`src/rtl/pipe_acc.sv`:
```
// pipe_acc - multi-channel streaming accumulator with valid/ready handshake.
//
// Each accepted beat updates the accumulator of its channel in the accept
// cycle and sends the updated value down a LAT-deep output pipeline.
//
// Ports:
//   i_clk, i_reset         clock, async active-high reset
//   i_valid / o_ready      input handshake
//   i_data                 signed sample (W_DATA)
//   i_ch                   target channel (W_CH)
//   i_clr                  beat loads sext(i_data) instead of adding
//   i_sat                  1 = saturate on overflow, 0 = wrap
//   o_valid / i_ready      output handshake
//   o_acc, o_ch, o_ovf     updated accumulator, its channel, overflow flag
//   o_ovf_sticky           per-channel sticky overflow
module pipe_acc #(
  parameter int W_DATA = 32,
  parameter int W_ACC  = 40,
  parameter int N_CH   = 4,
  parameter int LAT    = 2,
  localparam int W_CH  = (N_CH > 1) ? $clog2(N_CH) : 1
) (
  input  logic                     i_clk,
  input  logic                     i_reset,
  input  logic                     i_valid,
  output logic                     o_ready,
  input  logic signed [W_DATA-1:0] i_data,
  input  logic        [W_CH-1:0]   i_ch,
  input  logic                     i_clr,
  input  logic                     i_sat,
  output logic                     o_valid,
  input  logic                     i_ready,
  output logic signed [W_ACC-1:0]  o_acc,
  output logic        [W_CH-1:0]   o_ch,
  output logic                     o_ovf,
  output logic        [N_CH-1:0]   o_ovf_sticky
);

  // Sum does not fit W_ACC signed when its two top bits differ.
  function automatic logic add_ovf(input logic signed [W_ACC:0] s);
    return s[W_ACC] ^ s[W_ACC-1];
  endfunction

  // Clamp value for an overflowed sum: a non-negative extended sign means
  // the true result went above the positive limit.
  function automatic logic signed [W_ACC-1:0] sat_limit(input logic signed [W_ACC:0] s);
    if (!s[W_ACC]) return {1'b0, {(W_ACC-1){1'b1}}};
    else           return {1'b1, {(W_ACC-1){1'b0}}};
  endfunction

  logic adv;
  logic accept;

  logic signed [W_ACC-1:0] acc_q [N_CH];
  logic        [N_CH-1:0]  sticky_q;

  logic                    ch_ok;
  logic signed [W_ACC-1:0] acc_sel;
  logic signed [W_ACC-1:0] x;
  logic signed [W_ACC:0]   sum;
  logic                    ovf;
  logic signed [W_ACC-1:0] new_acc;
  logic signed [W_ACC-1:0] res_acc;
  logic                    res_ovf;

  logic        [LAT-1:0]   vld_q;
  logic signed [W_ACC-1:0] acc_p_q [LAT];
  logic        [W_CH-1:0]  ch_p_q  [LAT];
  logic        [LAT-1:0]   ovf_p_q;

  // The pipeline only needs the last stage to be free; interior bubbles are
  // deliberately not collapsed.
  assign adv     = !vld_q[LAT-1] || i_ready;
  assign o_ready = adv;
  assign accept  = i_valid && adv;

  // Update stage: select channel, add, detect overflow, saturate or wrap.
  always_comb begin
    ch_ok   = 1'b0;
    acc_sel = '0;
    for (int c = 0; c < N_CH; c++) begin
      if (i_ch == W_CH'(c)) begin
        ch_ok   = 1'b1;
        acc_sel = acc_q[c];
      end
    end
    x   = W_ACC'(i_data);
    sum = (W_ACC+1)'(acc_sel) + (W_ACC+1)'(x);
    ovf = add_ovf(sum);
    if (i_clr)            new_acc = x;
    else if (ovf && i_sat) new_acc = sat_limit(sum);
    else                  new_acc = sum[W_ACC-1:0];
    // Out-of-range channels pass through as an empty beat.
    res_acc = ch_ok ? new_acc : '0;
    res_ovf = ch_ok && !i_clr && ovf;
  end

  always_ff @(posedge i_clk or posedge i_reset) begin
    if (i_reset) begin
      for (int c = 0; c < N_CH; c++) acc_q[c] <= '0;
      sticky_q <= '0;
    end else if (accept) begin
      for (int c = 0; c < N_CH; c++) begin
        if (i_ch == W_CH'(c)) begin
          acc_q[c] <= new_acc;
          if (i_clr)    sticky_q[c] <= 1'b0;
          else if (ovf) sticky_q[c] <= 1'b1;
        end
      end
    end
  end

  // Output pipeline: stage 0 captures the update result, all stages shift
  // together on adv and hold otherwise.
  always_ff @(posedge i_clk or posedge i_reset) begin
    if (i_reset) begin
      vld_q   <= '0;
      ovf_p_q <= '0;
      for (int k = 0; k < LAT; k++) begin
        acc_p_q[k] <= '0;
        ch_p_q[k]  <= '0;
      end
    end else if (adv) begin
      vld_q[0]   <= i_valid;
      acc_p_q[0] <= res_acc;
      ch_p_q[0]  <= i_ch;
      ovf_p_q[0] <= res_ovf;
      for (int k = 1; k < LAT; k++) begin
        vld_q[k]   <= vld_q[k-1];
        acc_p_q[k] <= acc_p_q[k-1];
        ch_p_q[k]  <= ch_p_q[k-1];
        ovf_p_q[k] <= ovf_p_q[k-1];
      end
    end
  end

  assign o_valid      = vld_q[LAT-1];
  assign o_acc        = acc_p_q[LAT-1];
  assign o_ch         = ch_p_q[LAT-1];
  assign o_ovf        = ovf_p_q[LAT-1];
  assign o_ovf_sticky = sticky_q;

endmodule

```
`config.mk`:
```
export PLATFORM = sky130hd
export DESIGN_NAME = pipe_acc
export DESIGN_NICKNAME = d
export VERILOG_FILES = /design/src/rtl/pipe_acc.sv
export SDC_FILE = /design/constraint.sdc
export NUM_CORES = 1
export LEC_CHECK = 0
export ABC_AREA = 1
export BUFFER_PORTS_ARGS = -buffer_cell sky130_fd_sc_hd__buf_2
export CAP_MARGIN = 5
export CORE_UTILIZATION = 51
export CTS_BUF_LIST = sky130_fd_sc_hd__clkbuf_16
export DETAILED_ROUTE_END_ITERATION = 10
export PLACE_DENSITY = 0.79
export SLEW_MARGIN = 25
export SYNTH_ARGS = -nofsm -noshare
export SYNTH_HDL_FRONTEND = slang
export SYNTH_SLANG_ARGS = --single-unit
export TNS_END_PERCENT = 10
```
`constraint.sdc`:
```
create_clock -name i_clk -period 10.3 [get_ports i_clk]
set_clock_uncertainty 0.05 [all_clocks]
set_input_delay 0.515 -clock i_clk [delete_from_list [all_inputs] [get_ports i_clk]]
set_output_delay 0.515 -clock i_clk [all_outputs]
set_load 0.05 [all_outputs]
```
==> results of run 1 <==
==> worst paths after layout <==
path,startpoint,endpoint,slack [ns],cells past startpoint
worst max-delay path,i_ch[0],acc_q[41],5.26,28
worst min-delay path,i_reset,acc_q[83],0.03,2
worst max register to register,acc_q[40],acc_q[41],6.41,24
worst min register to register,vld_q[0],vld_q[1],0.41,2
max in group asynchronous,i_reset,o_acc[23],7.90,4
min in group i_clk,i_clr,o_ovf_sticky[0],0.35,2
==> layer usage <==
layer	up-vias	wire length, um	global-route usage, %
li1	6368	-	-
met1	6381	17900	40.0
met2	615	18700	46.8
met3	95	3340	3.56
met4	0	1020	9.01
met5	-	0	0
==> final cells by class <==
type / instances / area, um^2
clock inverters: 22 / 238
repair buffers: 103 / 553
multi-input cells: 1496 / 7200
inverters: 107 / 409
fillers: 2603 / 12100
flip-flops and latches: 252 / 6310
well taps: 378 / 473
clock buffers: 27 / 676
==> synth_stat cells, drive strengths merged, types with 3 or more instances <==
| cell type | instances | area share (%) |
|---|---|---|
| a21boi | 20 | 1.0 |
| a21oi | 50 | 1.8 |
| a22oi | 4 | 0.21 |
| a31oi | 3 | 0.13 |
| buf | 65 | 3.2 |
| clkbuf | 66 | 1.7 |
| dfrtp | 252 | 43 |
| ha | 40 | 3.4 |
| inv | 106 | 2.7 |
| nand2 | 836 | 23 |
| nand3 | 265 | 9.2 |
| nand4 | 5 | 0.21 |
| nor2 | 73 | 2.0 |
| nor3 | 10 | 0.34 |
| o21ai | 94 | 3.2 |
| o21bai | 5 | 0.26 |
| o22ai | 18 | 0.77 |
| or2 | 33 | 1.4 |
| xnor2 | 11 | 0.66 |
| xor2 | 17 | 1.0 |
==> stage by stage <==
stage	instances	hold WS [ns]	utilization, %
6_report	2385	0.0289	56.8
5_1_grt	2385	0.0937	56.8
4_1_cts	2385	0.0758	56.8
3_5_place_dp	2336	0.401	53.5
3_3_place_gp	2336	0.381	53.5
2_1_floorplan	1986	0.370	-
==> report_power, final <==
part	switching [W]	internal, W
Sequential	0.000171	0.00131
Clock	0.000406	0.000602
Combinational	0.00109	0.000468
==> sequential cells by signal, indices dropped and copies added, names as in the netlist <==
register      flops
acc_q           160
acc_p_q          40
o_acc            40
o_ovf_sticky      4
ch_p_q            2
o_ch              2
ovf_p_q           2
vld_q             2
==> critical path, stage by stage <==
cell	delay, ns
buf_2	0.08
buf_4	0.57
nand2_1	0.23
inv_1	0.63
nand2_1	0.10
nand3_1	0.09
o21ai_0	0.08
inv_1	0.09
ha_1	0.21
inv_1	0.07
fa_1	0.42
inv_1	0.10
nand2_1	0.05
nand2_1	0.07
nand3_1	0.09
nand2_2	0.12
nand2_1	0.07
nand3_2	0.12
nand2_2	0.08
nand3_1	0.08
nand2_2	0.07
nand2_1	0.09
nor2_2	0.05
nor2_4	0.34
buf_4	0.53
nand2_1	0.25
nand3_1	0.12
nand2_1	0.07
==> logic make-up (layout without fill, tap and decap cells) <==
| family | count (synthesis) | after routing |
|---|---|---|
| AND/OR/NAND/NOR | 1226 | 1226 |
| flip-flops | 252 | 252 |
| buffers and inverters | 238 | 259 |
| AO/OA/AOI/OAI | 201 | 201 |
| adder cells (fa/ha/maj) | 41 | 41 |
| XOR/XNOR | 28 | 28 |
==> layout by cell type (no fill, tap or decap), drive strengths merged <==
cell type	Yosys	routed
clkinv	1	12
o21bai	5	5
buf	65	103
nor3	10	10
o22ai	18	18
nor4	2	2
o211ai	2	2
inv	106	110
a21oi	50	50
nand2	836	836
xnor2	11	11
a22oi	4	4
clkinvlp	0	2
and2	2	2
xor2	17	17
or2	33	33
nor2	73	73
nand4	5	5
a21boi	20	20
a21o	2	2
o21ai	94	94
a31oi	3	3
o2111ai	1	1
dfrtp	252	252
clkbuf	66	27
fa	1	1
ha	40	40
nand3	265	265
bufinv	0	5
a31o	1	1
o21a	1	1
==> results.py, run 1 <==
metrics = {
    "drt": {
        "vias_per_cell": 5.64,
        "drt-wirelength-per-cell_um": 17.2,
        "drc_errors": 0,
        "drtIter0Drc": 1259,
        "routed_wl_um": 41000,
        "dr.pass1.iters": 8,
        "ant_nets": 0,
        "dr_total_vias": 13500,
    },
    "clock_tree": {
        "clock-sinks": 252,
        "postCtsResizedCells": 0,
        "hold_buffers": 0,
        "htreeDepth": 1,
        "clk-insertion-delay-late_ns": 0.54,
        "cts_root_buf": "clkbuf_16",
        "clk_pin_slew_ns": 0.06,
        "cts_tree": "yes",
        "cts_setup_buffers": 0,
        "cts_inserted_buffers": 27,
        "clk_path_buf_depth": 3,
    },
    "layout": {
        "drive_gt1_share_pct": 10.0,
        "syn2layout_area_growth_pct": 8.72,
        "nNetsFinal": 2068,
        "diodes": 0,
        "fin_area_mm2": 0.0159,
    },
    "global_route": {
        "grt_pass1_wl_um": 67000,
        "antenna_found_initial": 0,
        "gr-total-overflow": 0,
        "grt_util_all_layers_pct": 28.8,
        "grt_start_max_net_pins": 109,
        "grt_pass1_vias": 12900,
    },
    "timing": {
        "fmax_mhz": 199,
        "setup_viol": 0,
        "drv_slew": 0,
        "finalSetupTns_ns": 0,
        "tightest_slew_ns": 1.06,
        "fin_ws_ns": 5.26,
        "layout_worst_path_cycle_share_pct": 48.9,
        "rsz0062_at_grt": "no",
        "slew_headroom_pct": 29.5,
        "finalCriticalPeriod_ns": 5.04,
        "hold_viol": 0,
    },
    "logic_synthesis": {
        "seq_area_frac_synth_pct": 43.2,
        "synth_top_family_by_area": "simple AND/OR/NAND/NOR gates",
        "syn_inst": 1986,
        "synth_area_mm2": 0.0146,
        "synth-async-reset-ratio_pct": 100,
        "synth_seq_cells": 252,
        "synth_ff_type": "dfrtp_1",
        "synth.avg_cell_area_um2": 7.34,
        "synth-xor-area-share_pct": 1.68,
        "yosysUniqueCellTypes": 40,
        "synth_adder_area_share_pct": 3.57,
        "synthMuxAreaShare_pct": 0,
        "yosys_warnings": 0,
        "synth-compound-area-share_pct": 7.76,
        "synth_edf_count": 0,
        "yosys.area_share.simple_pct": 36.1,
        "synth_nets": 2067,
    },
    "die": {
        "design.core.area_mm2": 0.0279,
        "die_h_um": 171,
        "initial_core_util_pct": 52.2,
        "die_x_um": 171,
        "ios": 89,
        "die_area_mm2": 0.0293,
        "fp-row-count": 61,
    },
    "worst_setup_path": {
        "crit_arrival_ns": 5.41,
        "required_ns": 10.67,
        "crit_path_max_fanout": 64,
        "criticalPathCategory": "primary input to register",
        "cp-start-kind": "primary input",
        "endpoint_kind": "register",
    },
    "min_path": {
        "hold_path_class": "primary input to asynchronous set/reset pin",
    },
    "placed_design": {
        "placed_area_mm2": 0.0149,
        "post-dp-hpwl_um": 26600,
        "portBuffers": 88,
        "gp_congestion": 0.939,
        "pre_cts_slack_ns": 4.83,
    },
    "pwr": {
        "p_total_w": 0.00404,
        "powerDensity_mw_per_mm2": 255,
        "leakage_nw": 8.45,
        "peakVddDrop_mv": 0.130,
    },
    "flow_run": {
        "maxCapViolCount": 0,
    },
    "outcome": {
        "status": "complete, no violations",
    },
}
(Power assumes the default switching activity.)
==> inputs of run 2 (changes only) <==
==> constraint.sdc (replaced) <==
create_clock -name i_clk -period 4.82 [get_ports i_clk]
set_clock_uncertainty 0.05 [all_clocks]
set_input_delay 0.241 -clock i_clk [delete_from_list [all_inputs] [get_ports i_clk]]
set_output_delay 0.241 -clock i_clk [all_outputs]
set_load 0.05 [all_outputs]
==> results.py, run 2 (synthesis gave the netlist of run 1 again) <==
metrics = {
    "outcome": {
        "status": "complete, no violations",
    },
    "global_route": {
        "grt_pass1_wl_um": 67200,
        "antenna_found_initial": 0,
        "grt_pass1_vias": 12800,
        "gr-total-overflow": 0,
        "grt_start_max_net_pins": 140,
        "grt_util_all_layers_pct": 29.0,
    },
    "worst_setup_path": {
        "rr_startpoint": "acc_q[45]",
        "crit_arrival_ns": 4.02,
        "timing.rr.end": "acc_q[111]",
        "ff2ff_path_depth": 22,
        "criticalPathCategory": "primary input to register",
        "endpoint_kind": "register",
        "required_ns": 5.20,
        "cp-start-kind": "primary input",
        "critical_path.startpoint": "i_ch[1]",
        "reg2reg_slack_ns": 1.44,
        "crit_path_max_fanout": 22,
    },
    "drt": {
        "drt-wirelength-per-cell_um": 17.3,
        "drtIter0Drc": 1302,
        "ant_nets": 0,
        "vias_per_cell": 5.58,
        "dr.pass1.iters": 5,
        "dr_total_vias": 13400,
        "drc_errors": 0,
        "routed_wl_um": 41600,
    },
    "clock_tree": {
        "clk_pin_slew_ns": 0.06,
        "clk_path_buf_depth": 3,
        "cts_setup_buffers": 0,
        "hold_buffers": 1,
        "cts_root_buf": "clkbuf_16",
        "clk-insertion-delay-late_ns": 0.55,
        "cts_tree": "yes",
        "postCtsResizedCells": 0,
        "htreeDepth": 1,
        "clock-sinks": 252,
        "cts_inserted_buffers": 27,
    },
    "placed_design": {
        "post-dp-hpwl_um": 27200,
        "placed_area_mm2": 0.0151,
        "portBuffers": 88,
        "dp_cells": 2352,
        "gp_congestion": 0.923,
    },
    "die": {
        "ios": 89,
        "die_x_um": 171,
        "die_h_um": 171,
        "die_area_mm2": 0.0293,
        "design.core.area_mm2": 0.0279,
        "initial_core_util_pct": 52.2,
        "fp-row-count": 61,
    },
    "pwr": {
        "leakage_nw": 8.53,
        "powerDensity_mw_per_mm2": 535,
        "peakVddDrop_mv": 0.276,
    },
    "timing": {
        "setup_viol": 0,
        "holdWs_ns": 0.0660,
        "layout_worst_path_cycle_share_pct": 75.5,
        "rsz0062_at_grt": "no",
        "finalSetupTns_ns": 0,
        "tightest_slew_ns": 1.05,
        "slew_headroom_pct": 30.2,
        "hold_viol": 0,
        "finalCriticalPeriod_ns": 3.64,
        "drv_slew": 0,
        "fmax_mhz": 275,
    },
    "min_path": {
        "holdPathStages": 2,
        "hp-start": "i_clr",
        "holdPathEnd": "o_ovf_sticky[2]",
        "hold_path_class": "primary input to register",
    },
    "layout": {
        "final_cell_mix": "nand2_1 (805), nand3_1 (261), dfrtp_1 (252)",
        "fin_area_mm2": 0.0160,
        "regMostFlops": "acc_q",
        "stdcell_count": 2401,
        "final_common_cell": "nand2_1",
        "nNetsFinal": 2086,
        "syn2layout_area_growth_pct": 9.51,
        "largest_reg_flops": 160,
        "diodes": 0,
        "drive_gt1_share_pct": 10.5,
    },
    "flow_run": {
        "maxCapViolCount": 0,
    },
}
[run 2: cell types whose count changed in the layout (fill, tap and decap cells not counted), sizes merged]
cell         previous run  this run
inv                   110       111
dlygate4sd3             0         1
clkinv                 12        10
clkinvlp                2         3
buf                   103       120
bufinv                  5         3
[run 2: worst max-delay path, stage by stage]
cell and delay, ns:
buf_2 0.12, inv_1 0.08, nand2_1 0.10, inv_1 0.61
nand2_1 0.12, nand3_1 0.09, o21ai_0 0.08, inv_1 0.06
ha_1 0.20, inv_1 0.07, fa_1 0.41, inv_1 0.10
nand2_1 0.06, nand2_1 0.07, nand3_1 0.08, nand2_2 0.12
nand2_1 0.07, nand3_2 0.13, nand2_2 0.08, nand3_1 0.08
nand2_2 0.07, nand2_1 0.08, nor2_2 0.05, nor2_4 0.10
buf_4 0.32, nand2_1 0.22, nand3_1 0.13, nand2_1 0.07
[run 2: how the worst max path moves through the flow]
stage	to	depth (start not counted)
after global routing	acc_q[66]	28
after detailed placement	acc_p_q[61]	28
after global placement	acc_p_q[67]	28
after floorplan	acc_p_q[40]	1
final	acc_q[107]	28
after CTS	acc_p_q[61]	28
[run 2: through the flow]
step | total power, W | utilization [%] | worst slack, ns
after floorplan | 0.00581 | - | 1.21
after global placement | 0.00640 | 54.0 | 0.759
after detailed placement | 0.00648 | 54.0 | 0.668
after CTS | 0.00854 | 57.1 | 1.21
after global routing | 0.00909 | 57.2 | 0.785
final | 0.00855 | 57.2 | 1.18
[run 2: final cells by class]
cell class              count  area (um^2)
well taps                 378          473
multi-input cells        1496         7200
inverters                 107          405
flip-flops and latches    252         6310
fillers                  2629        12000
repair buffers            121          736
clock inverters            20          174
clock buffers              27          676
[run 2: metal layers]
layer	vias to the layer above	global-route usage, %	wire (um)
met5	-	0	0
li1	6386	-	-
met2	643	46.1	18700
met4	0	8.11	931
met1	6293	41.3	18000
met3	82	3.70	3970
[run 2: report_power, final]
group          internal [W]  switching (W)  leakage, nW  total [W]
Clock               0.00117       0.000872        0.431    0.00204
Combinational       0.00103        0.00231         5.00    0.00334
Sequential          0.00279       0.000373         3.10    0.00317
Total               0.00499        0.00356         8.53    0.00855
==> inputs of run 3 (changes only) <==
==> constraint.sdc (replaced) <==
create_clock -name i_clk -period 3.8 [get_ports i_clk]
set_clock_uncertainty 0.05 [all_clocks]
set_input_delay 0.19 -clock i_clk [delete_from_list [all_inputs] [get_ports i_clk]]
set_output_delay 0.19 -clock i_clk [all_outputs]
set_load 0.05 [all_outputs]
==> results.py, run 3 (synthesis gave the netlist of run 1 again) <==
metrics = {
    "die": {
        "fp-row-count": 61,
        "initial_core_util_pct": 52.2,
        "ios": 89,
        "design.core.area_mm2": 0.0279,
        "die_area_mm2": 0.0293,
        "die_x_um": 171,
        "die_h_um": 171,
    },
    "timing": {
        "fmax_mhz": 297,
        "finalSetupTns_ns": 0,
        "finalCriticalPeriod_ns": 3.37,
        "layout_worst_path_cycle_share_pct": 88.6,
        "slew_headroom_pct": 34.5,
        "rsz0062_at_grt": "no",
        "fin_ws_ns": 0.433,
        "hold_viol": 0,
        "setup_viol": 0,
        "tightest_slew_ns": 0.982,
        "drv_slew": 0,
    },
    "global_route": {
        "grt.busiest_layer": "met2",
        "grt_util_all_layers_pct": 29.4,
        "met1_usage_pct": 39.9,
        "antenna_found_initial": 0,
        "grt_start_max_net_pins": 134,
        "gr-total-overflow": 0,
        "met3_usage_pct": 5.90,
        "grt_util_met2_pct": 46.7,
        "grt_pass1_wl_um": 68100,
        "grt_pass1_vias": 13200,
    },
    "pwr": {
        "leakage_nw": 8.54,
        "powerDensity_mw_per_mm2": 669,
        "peakVddDrop_mv": 0.307,
    },
    "drt": {
        "drt-wirelength-per-cell_um": 17.5,
        "dr.pass1.iters": 6,
        "ant_nets": 0,
        "dr_total_vias": 13500,
        "routed_wl_um": 42000,
        "vias_per_cell": 5.63,
        "drc_errors": 0,
        "drtIter0Drc": 1230,
    },
    "clock_tree": {
        "cts_root_buf": "clkbuf_16",
        "clk-insertion-delay-late_ns": 0.54,
        "clk_pin_slew_ns": 0.06,
        "postCtsResizedCells": 0,
        "cts_inserted_buffers": 26,
        "cts_tree": "yes",
        "clk_path_buf_depth": 3,
        "htreeDepth": 1,
        "clock-sinks": 252,
    },
    "outcome": {
        "status": "complete, no violations",
    },
    "worst_setup_path": {
        "crit_buf_inv": 4,
        "required_ns": 4.22,
        "crit_arrival_ns": 3.79,
        "criticalPathCategory": "register to register",
        "reg2reg_slack_ns": 0.43,
        "crit_top_cell": "nand2_1",
        "crit_path_max_fanout": 23,
        "cp_slowest_cell": "fa_1",
        "slowest_delay_ns": 0.43,
        "endpoint_kind": "register",
        "ff2ff_path_depth": 25,
        "timing.rr.end": "acc_p_q[59]",
        "crit_family": "simple AND/OR/NAND/NOR gates",
        "cp-start-kind": "register",
        "rr_startpoint": "acc_q[40]",
    },
    "placed_design": {
        "pre_cts_slack_ns": 0.199,
        "post-dp-hpwl_um": 27900,
        "portBuffers": 88,
        "gp_congestion": 0.976,
    },
    "min_path": {
        "holdPathStages": 4,
        "hp-start": "i_data[30]",
        "holdPathEnd": "acc_q[110]",
        "hold_path_class": "primary input to register",
    },
    "layout": {
        "largest_reg_flops": 160,
        "final_common_cell": "nand2_1",
        "diodes": 0,
        "nNetsFinal": 2089,
        "syn2layout_area_growth_pct": 9.82,
        "drive_gt1_share_pct": 10.3,
        "nFillCells": 2597,
        "regMostFlops": "acc_q",
        "final_cell_mix": "nand2_1 (805), nand3_1 (261), dfrtp_1 (252)",
    },
    "flow_run": {
        "maxCapViolCount": 0,
    },
}
run 3: metal layers:
metal	wire, um	up-vias
met1	18000	6379
met3	4160	97
met5	0	-
met2	18800	630
met4	1170	0
li1	-	6422
run 3: report_power, final:
| part | switching [W] | internal (W) | total (W) |
|---|---|---|---|
| combinational | 0.00295 | 0.00135 | 0.00429 |
| clock | 0.00107 | 0.00134 | 0.00241 |
| sequential | 0.000468 | 0.00354 | 0.00401 |
| total | 0.00449 | 0.00623 | 0.0107 |
run 3: worst max-delay path by stage:
| stage | from | endpoint | slack (ns) | cells after the start |
|---|---|---|---|---|
| final | acc_q[40] | acc_p_q[59] | 0.43 | 25 |
| after global routing | acc_q[75] | acc_p_q[59] | 0.20 | 20 |
| after CTS | acc_q[40] | acc_p_q[59] | 0.50 | 25 |
| after detailed placement | i_ch[1] | acc_p_q[59] | 0.20 | 27 |
| after global placement | i_ch[1] | acc_p_q[59] | 0.25 | 27 |
| after floorplan | i_reset | acc_p_q[40] | 0.24 | 1 |
run 3: worst register-to-register path: cells and delay by family (launching register included):
kind                       cells  cell delay [ns]
DFF                            1             0.36
and+or+nand+nor               17             1.65
AOI/OAI and AO/OA              2             0.17
adders and majority gates      2             0.67
buffers and inverters          4             0.43
run 3: timing repair:
item,4_1_cts,5_1_grt
buffers inserted,0,0
hold buffers,2,0
endpoints found under the hold margin,23,0
run 3: stage by stage:
step	cells	utilization (%)	hold slack [ns]	power, W	instance area, um^2
floorplan	1986	-	0.247	0.00737	14600
global placement	2356	54.5	0.208	0.00817	15200
detailed placement	2356	54.5	0.201	0.00827	15200
CTS	2402	57.3	0.0368	0.0107	16000
global route	2402	57.3	0.0653	0.0114	16000
finish	2402	57.3	0.0510	0.0107	16000
run 3: final cells by class:
type                            instances  area [um^2]  area share (%)
Inverter                              107          405            2.53
Clock buffer                           27          676            4.22
Timing Repair Buffer                  125          848            5.30
Sequential cell                       252         6310            39.4
Tap cell                              378          473            2.95
Multi-Input combinational cell       1496         7200            45.0
Clock inverter                         17          108           0.672
